===== config.mk =====
export PLATFORM = sky130hd
export DESIGN_NAME = pipe_hazard_ctrl
export DESIGN_NICKNAME = d
export VERILOG_FILES = /design/src/rtl/pipe_hazard_pkg.sv /design/src/rtl/hazard_mul_counter.sv /design/src/rtl/pipe_hazard_ctrl.sv
export SDC_FILE = /design/constraint.sdc
export NUM_CORES = 1
export LEC_CHECK = 0
export BUFFER_PORTS_ARGS = -buffer_cell sky130_fd_sc_hd__clkbuf_2
export CAP_MARGIN = 10
export CORE_MARGIN = 1.5
export CORE_UTILIZATION = 50
export CTS_BUF_LIST = sky130_fd_sc_hd__clkbuf_4 sky130_fd_sc_hd__clkbuf_8
export DETAILED_ROUTE_END_ITERATION = 7
export GPL_TIMING_DRIVEN = 0
export HOLD_SLACK_MARGIN = 0.02
export PLACE_DENSITY_LB_ADDON = 0.2
export SLEW_MARGIN = 25
export SYNTH_ARGS = -nofsm -noshare
export SYNTH_HDL_FRONTEND = slang
export SYNTH_SLANG_ARGS = --single-unit

===== constraint.sdc =====
create_clock -name clk -period 1.92 [get_ports clk]
set_input_delay 0.384 -clock clk [delete_from_list [all_inputs] [get_ports clk]]
set_output_delay 0.384 -clock clk [all_outputs]
set_load 0.05 [all_outputs]

===== src/rtl/pipe_hazard_pkg.sv =====
// Shared types and constants for the pipeline hazard controller: forwarding
// select encodings, the per-stage tracking slot and the multi-cycle latency range.
package pipe_hazard_pkg;

  localparam int SLOT_AW = 8;  // widest register index a slot can track (NREG <= 256)
  localparam int CNT_W   = 4;

  localparam logic [1:0] FWD_RF    = 2'b00;
  localparam logic [1:0] FWD_EXMEM = 2'b01;
  localparam logic [1:0] FWD_MEMWB = 2'b10;

  typedef struct packed {
    logic               valid;
    logic [SLOT_AW-1:0] rd;
    logic               reg_write;
    logic               mem_read;
  } slot_t;

  localparam slot_t SLOT_NONE = '0;

  function automatic bit mul_lat_ok(input int lat);
    return (lat >= 1) && (lat <= 15);
  endfunction

endpackage


===== src/rtl/hazard_mul_counter.sv =====
// Down-counter tracking how many more cycles a multi-cycle op occupies EX.
module hazard_mul_counter
  import pipe_hazard_pkg::*;
(
  input  logic             clk,
  input  logic             reset,
  input  logic             load,
  input  logic [CNT_W-1:0] load_val,
  input  logic             dec,
  output logic             busy
);

  logic [CNT_W-1:0] cnt_q, cnt_d;

  always_comb begin
    cnt_d = cnt_q;
    if (load)                    cnt_d = load_val;
    else if (dec && cnt_q != '0) cnt_d = cnt_q - 1'b1;
  end

  always_ff @(posedge clk) begin
    if (reset) cnt_q <= '0;
    else       cnt_q <= cnt_d;
  end

  assign busy = (cnt_q != '0);

endmodule


===== src/rtl/pipe_hazard_ctrl.sv =====
// Hazard detection, forwarding select and stall/flush control for a 5-stage
// in-order pipeline with a multi-cycle EX op and a variable-latency data memory.
module pipe_hazard_ctrl
  import pipe_hazard_pkg::*;
#(
  parameter  int NREG    = 32,
  parameter  int MUL_LAT = 4,
  parameter  int FWD_EN  = 1,
  localparam int REG_AW  = $clog2(NREG)
) (
  input  logic              clk,
  input  logic              reset,
  input  logic              id_valid,
  input  logic [REG_AW-1:0] id_rs1,
  input  logic [REG_AW-1:0] id_rs2,
  input  logic              id_use1,
  input  logic              id_use2,
  input  logic [REG_AW-1:0] id_rd,
  input  logic              id_reg_write,
  input  logic              id_mem_read,
  input  logic              id_is_mul,
  input  logic              id_is_branch,
  input  logic              id_redirect,
  input  logic              mem_ready,
  output logic              stall_front,
  output logic              bubble_ex,
  output logic              freeze_back,
  output logic              flush_ifid,
  output logic [1:0]        fwd_a,
  output logic [1:0]        fwd_b,
  output logic [1:0]        fwd_br_a,
  output logic [1:0]        fwd_br_b,
  output logic              mul_busy
);

  localparam bit               FWD_ON   = (FWD_EN != 0);
  localparam logic [CNT_W-1:0] MUL_LOAD = CNT_W'(MUL_LAT - 1);

  if (!mul_lat_ok(MUL_LAT) || REG_AW > SLOT_AW) begin : g_bad_param
    $error("pipe_hazard_ctrl: MUL_LAT must be 1..15 and NREG <= 256");
  end

  function automatic logic hit(input slot_t s, input logic [SLOT_AW-1:0] r);
    return s.valid && s.reg_write && (s.rd != '0) && (s.rd == r);
  endfunction

  function automatic logic [1:0] fwd_sel(input logic use_src, input logic [SLOT_AW-1:0] r,
                                         input slot_t m, input slot_t w);
    if (!FWD_ON || !use_src) return FWD_RF;
    if (hit(m, r))           return FWD_EXMEM;
    if (hit(w, r))           return FWD_MEMWB;
    return FWD_RF;
  endfunction

  slot_t              ex_q, ex_d, mem_q, mem_d, wb_q, wb_d;
  logic [REG_AW-1:0]  ex_rs1_q, ex_rs1_d, ex_rs2_q, ex_rs2_d;
  logic               ex_use1_q, ex_use1_d, ex_use2_q, ex_use2_d;
  logic [SLOT_AW-1:0] rs1_x, rs2_x, ex_rs1_x, ex_rs2_x;
  logic               mem_wait, mul_busy_w, ld_use, br_ex, br_mem, any_hit;
  logic               hz_stall, stall_w, cnt_load, cnt_dec;

  assign rs1_x    = SLOT_AW'(id_rs1);
  assign rs2_x    = SLOT_AW'(id_rs2);
  assign ex_rs1_x = SLOT_AW'(ex_rs1_q);
  assign ex_rs2_x = SLOT_AW'(ex_rs2_q);

  always_comb begin
    ld_use  = ex_q.valid && ex_q.mem_read &&
              ((id_use1 && ex_q.rd == rs1_x) || (id_use2 && ex_q.rd == rs2_x));
    br_ex   = (id_use1 && hit(ex_q, rs1_x)) || (id_use2 && hit(ex_q, rs2_x));
    br_mem  = mem_q.mem_read &&
              ((id_use1 && hit(mem_q, rs1_x)) || (id_use2 && hit(mem_q, rs2_x)));
    any_hit = (id_use1 && (hit(ex_q, rs1_x) || hit(mem_q, rs1_x) || hit(wb_q, rs1_x))) ||
              (id_use2 && (hit(ex_q, rs2_x) || hit(mem_q, rs2_x) || hit(wb_q, rs2_x)));
    hz_stall = id_valid && (FWD_ON ? (ld_use || (id_is_branch && (br_ex || br_mem)))
                                   : any_hit);
  end

  // Memory wait freezes the whole back end and outranks every other stall source.
  assign mem_wait = mem_q.valid && mem_q.mem_read && !mem_ready;
  assign stall_w  = mem_wait || mul_busy_w || hz_stall;
  assign cnt_load = !mem_wait && !mul_busy_w && !hz_stall && id_valid && id_is_mul;
  assign cnt_dec  = !mem_wait;

  hazard_mul_counter u_mul_cnt (
    .clk      (clk),
    .reset    (reset),
    .load     (cnt_load),
    .load_val (MUL_LOAD),
    .dec      (cnt_dec),
    .busy     (mul_busy_w)
  );

  always_comb begin
    ex_d      = ex_q;
    mem_d     = mem_q;
    wb_d      = wb_q;
    ex_rs1_d  = ex_rs1_q;
    ex_rs2_d  = ex_rs2_q;
    ex_use1_d = ex_use1_q;
    ex_use2_d = ex_use2_q;
    if (!mem_wait) begin
      wb_d = mem_q;
      if (mul_busy_w) begin
        mem_d = SLOT_NONE;
      end else begin
        mem_d = ex_q;
        if (hz_stall) begin
          ex_d = SLOT_NONE;
        end else begin
          ex_d.valid     = id_valid;
          ex_d.rd        = SLOT_AW'(id_rd);
          ex_d.reg_write = id_reg_write;
          ex_d.mem_read  = id_mem_read;
        end
        ex_rs1_d  = id_rs1;
        ex_rs2_d  = id_rs2;
        ex_use1_d = id_use1 && !hz_stall;
        ex_use2_d = id_use2 && !hz_stall;
      end
    end
  end

  always_ff @(posedge clk) begin
    if (reset) begin
      ex_q      <= SLOT_NONE;
      mem_q     <= SLOT_NONE;
      wb_q      <= SLOT_NONE;
      ex_rs1_q  <= '0;
      ex_rs2_q  <= '0;
      ex_use1_q <= 1'b0;
      ex_use2_q <= 1'b0;
    end else begin
      ex_q      <= ex_d;
      mem_q     <= mem_d;
      wb_q      <= wb_d;
      ex_rs1_q  <= ex_rs1_d;
      ex_rs2_q  <= ex_rs2_d;
      ex_use1_q <= ex_use1_d;
      ex_use2_q <= ex_use2_d;
    end
  end

  // Counter and slots only clear at the clock edge, so outputs are masked while reset is high.
  assign stall_front = !reset && stall_w;
  assign freeze_back = !reset && mem_wait;
  assign bubble_ex   = !reset && !mem_wait && !mul_busy_w && hz_stall;
  assign flush_ifid  = !reset && id_redirect && id_valid && !stall_w;
  assign mul_busy    = !reset && mul_busy_w;

  assign fwd_a    = (reset || !ex_q.valid) ? FWD_RF : fwd_sel(ex_use1_q, ex_rs1_x, mem_q, wb_q);
  assign fwd_b    = (reset || !ex_q.valid) ? FWD_RF : fwd_sel(ex_use2_q, ex_rs2_x, mem_q, wb_q);
  assign fwd_br_a = (reset || !id_valid || !id_is_branch) ? FWD_RF
                                                          : fwd_sel(id_use1, rs1_x, mem_q, wb_q);
  assign fwd_br_b = (reset || !id_valid || !id_is_branch) ? FWD_RF
                                                          : fwd_sel(id_use2, rs2_x, mem_q, wb_q);

endmodule

==> impl.org <==
** Synth
- Synth Instances :: 287
- Cell taking the most area after synthesis :: sky130_fd_sc_hd__dfxtp_1
- During synthesis, Yosys emitted a total of 0 warnings.
- Share of synthesized flip-flops with an asynchronous set or reset :: 0%
- Number of different library cells in the post-synthesis netlist :: 48
- In the post-synthesis netlist, the cell with the most instances is sky130_fd_sc_hd__nand2_1.
- Count of flip-flops with a built-in enable after synthesis :: 0
- After synthesis, the cell types taking the most area are sky130_fd_sc_hd__dfxtp_1 (33%), sky130_fd_sc_hd__xor2_1 (9.5%), sky130_fd_sc_hd__xnor2_1 (8.8%).
- Among all flip-flop cells after synthesis, the most frequent one is sky130_fd_sc_hd__dfxtp_1.
- Average size of a mapped cell :: 8.31 um2
- Number of nets in the synthesized netlist :: 315
- Top-area cell type share of the netlist area :: 32.7%
- Flip-flop and latch count after synthesis :: 39
- Cell Area, Synth :: 2390 um2
- Seq/Total Area, Yosys :: 32.7%
- Synth cell count leaders :: sky130_fd_sc_hd__nand2_1 (40), sky130_fd_sc_hd__dfxtp_1 (39), sky130_fd_sc_hd__xor2_1 (26)

** Drt
- Number of DRC markers after the initial detailed-route iteration :: 189
- Total number of vias :: 2482
- The first TritonRoute pass finished after 5 iterations.
- Antenna violation net count after detailed routing :: 0
- Wires add up to between 7000 and 8000 um.
- After detailed routing, the number of vias per cell comes to approximately 6.
- In the final routed layout, each cell accounts on average for 17.9 um.
- In the routed design, unresolved DRC markers number 0.

** STA
- Achievable clock frequency :: 389 MHz
- Across the routed clock network, the largest skew measured is between 0.007 and 0.008 ns.
- Headroom to the max-slew limit came out at 62.9%.
- Number of endpoints with negative hold slack in the final report :: 0
- Setup total negative slack on the finished layout was measured at -6.05 ns.
- At the pin with the least slew margin, the transition time is 0.557 ns.
- Final number of max-transition violations :: 0
- Number of setup violations in the final report :: 22
- The tightest hold path in the finished design has a slack of 0.367 ns.
- Period utilization :: 134%
- Setup repair after global routing could not meet its margin everywhere.
- Post-route setup slack :: -0.648 ns
- Final Critical Period :: 2.57 ns

** Placement
- The congestion estimate from routability-driven global placement came to 0.863.
- Post-DP Area :: ~2800 um2
- Detailed placement HPWL :: roughly 4800 um
- Port-buffer cells :: 38

** Power
- For this design the ratio of total power to cell area is 1150 nW/um2.
- The analysis attributes to cell leakage a power of 1.48 nW.
- VDD sags by at most between 0.7 and 0.8 mV.

** Layout
- For this run, the post-layout net count is 383.
- The area growth from synthesis to layout is 40.3%.
- Share of post-route cells with drive strength above 1 :: between 30% and 40%
- Post-route cell area :: 3350 um2
- 0 antenna diodes ended up in the layout.
- The filler cells instantiated in the layout total 314.

** Global route
- Global routing used 27.9% of the available tracks.
- Maximum number of pins on one net before global-route repair :: 14
- Via count of the first global-routing pass :: 2343
- Global-route wire length before repair :: 11300 um
- Number of antenna violations at the first check in global routing :: 0
- Leftover overflow at the end of global routing :: 0

** Run status
- Violated checks :: negative setup slack
- The flow ran to the end, but the final reports show violations.

** Worst setup path
- STA classifies the critical path startpoint as a flop.
- The critical path goes through buf_6 > xor2_1 > nor3_2 > a32oi_2 > o22a_4 > buf_6 > nor3_4 > buf_8.
- Required time of the critical path :: 1.54 ns
- Maximum fanout count along the critical path :: 7
- Critical Path End Type :: primary output
- Grouping stages by cell kind, the critical path spends the most delay in simple AND/OR/NAND/NOR gates.
- The number of buffers and inverters on the critical path is 3.
- On the worst path, the slowest cell contributes a delay of 0.32 ns.
- Counting stages on the worst path, the most repeated cell is sky130_fd_sc_hd__buf_6.
- Cell with the biggest individual delay on the critical path :: sky130_fd_sc_hd__dfxtp_1
- Critical Path AT :: 2.18 ns
- The critical path is of the reg -> out type.

** Clock network
- Hold Buf Count CTS :: 0
- H-tree depth :: 2
- The clock passes through at most 2 buffers.
- Clock-pin slew was measured on the worst setup and hold paths at 0.08 ns.
- The cell sitting at the root of the clock tree is a sky130_fd_sc_hd__clkbuf_8.
- Clock insertion delay at the later pin of the skew report :: 0.30 ns
- Number of buffers added by the clock tree synthesis step :: 5
- The clock drives 39 sinks.
- Clock tree from TritonCTS :: yes

** Die
- The region available for standard cell placement spans about 4500 um2.
- Top-Level Pins :: 39
- The floorplan has 24 rows.
- Full die area :: roughly 5200 um2
- Chip width :: between 70 and 80 um
- In this run the vertical extent of the chip is 72.1 um.
- Once the floorplan was initialized, standard cells occupied 53.3% of the core.

** Run
- Number of violations of the max-capacitance limit :: 0

** Min path
- The tightest min-delay check is of the in -> reg type.
## kinds of logic (layout without fill, tap and decap cells)
family                   after synthesis  after routing  synth area share, %
adder cells (fa/ha/maj)                2              2                 1.05
AO/OA/AOI/OAI                         53             53                 17.1
flip-flops                            39             39                 32.7
XOR/XNOR                              50             50                 18.4
buffers and inverters                 26             94                 5.24
AND/OR/NAND/NOR                      116            117                 25.1
multiplexers                           1              1                0.420
## state kept, by name, indices dropped and copies added (netlist names)
signal	count
ex_q	8
ex_rs1_q	5
ex_rs2_q	5
ex_use1_q	1
ex_use2_q	1
mem_q	8
u_mul_cnt.cnt_q	4
wb_q	7
## power by group
| part | switching, W | internal [W] | total, W |
|---|---|---|---|
| Sequential | 0.000267 | 0.00104 | 0.00131 |
| Clock | 0.000312 | 0.000387 | 0.000699 |
| Combinational | 0.000984 | 0.000860 | 0.00184 |
## final cells by class
cell class	count	area, um2	share of cell area [%]
Tap cell	52	65.1	1.94
Timing Repair Buffer	64	532	15.9
Inverter	5	18.8	0.561
Clock inverter	3	43.8	1.31
Multi-Input combinational cell	223	1710	51.1
Sequential cell	39	793	23.7
Clock buffer	5	68.8	2.06
Buffer	17	116	3.48
## worst paths after layout
path	slack (ns)	cells after the start	startpoint	to
worst max register to register	-0.10	8	mem_q[5]	ex_q[4]
worst min-delay path	0.37	2	id_mem_read	ex_q[0]
worst min register to register	0.48	2	wb_q[1]	wb_q[1]
worst max-delay path	-0.65	8	mem_q[5]	bubble_ex
## layer usage
layer  global-route usage [%]  vias to the layer above  routed length, um
met2                     48.9                      126               3610
li1                         -                     1155                  -
met4                     8.39                        0                137
met1                     35.0                     1185               3040
met5                        0                        -                  0
met3                     5.28                       16                525
## stage by stage
step                      worst slack [ns]  instances  utilization, %  total power [W]
after floorplan                     -0.417        287               -          0.00241
after global placement              -0.602        377            61.5          0.00273
after detailed placement            -0.591        377            61.5          0.00277
after CTS                           -0.684        399            71.4          0.00367
after global routing                -0.703        408            74.8          0.00406
final                               -0.648        408            74.8          0.00385
## cells in the final DEF (no fill, tap or decap), types with 3 or more instances in the layout
master,n
sky130_fd_sc_hd__nand2_1,38
sky130_fd_sc_hd__dfxtp_1,33
sky130_fd_sc_hd__clkbuf_2,28
sky130_fd_sc_hd__buf_4,24
sky130_fd_sc_hd__xnor2_1,24
sky130_fd_sc_hd__xor2_1,23
sky130_fd_sc_hd__a21oi_1,19
sky130_fd_sc_hd__and3_1,17
sky130_fd_sc_hd__clkbuf_8,12
sky130_fd_sc_hd__nor2_1,10
sky130_fd_sc_hd__buf_6,9
sky130_fd_sc_hd__nand4_1,6
sky130_fd_sc_hd__a22o_1,6
sky130_fd_sc_hd__nand3_1,5
sky130_fd_sc_hd__a211o_1,5
sky130_fd_sc_hd__nor3_2,4
sky130_fd_sc_hd__nor2_2,4
sky130_fd_sc_hd__clkbuf_4,4
sky130_fd_sc_hd__a41o_1,4
sky130_fd_sc_hd__dfxtp_2,4
sky130_fd_sc_hd__buf_8,4
sky130_fd_sc_hd__xor2_2,3
sky130_fd_sc_hd__nand3_2,3
sky130_fd_sc_hd__nor4_4,3
sky130_fd_sc_hd__nor4_1,3
sky130_fd_sc_hd__inv_1,3
sky130_fd_sc_hd__clkbuf_1,3
sky130_fd_sc_hd__a31o_1,3
## timing repair
| action | 4_1_cts | 5_1_grt |
|---|---|---|
| setup buffers | 14 | 13 |
| endpoints found under the setup margin | 37 | 32 |
| pin swaps | 15 | 23 |
| gates resized for setup | 54 | 36 |
| gates cloned | 1 | 0 |
Note: power is estimated with default switching activity, not from simulation.
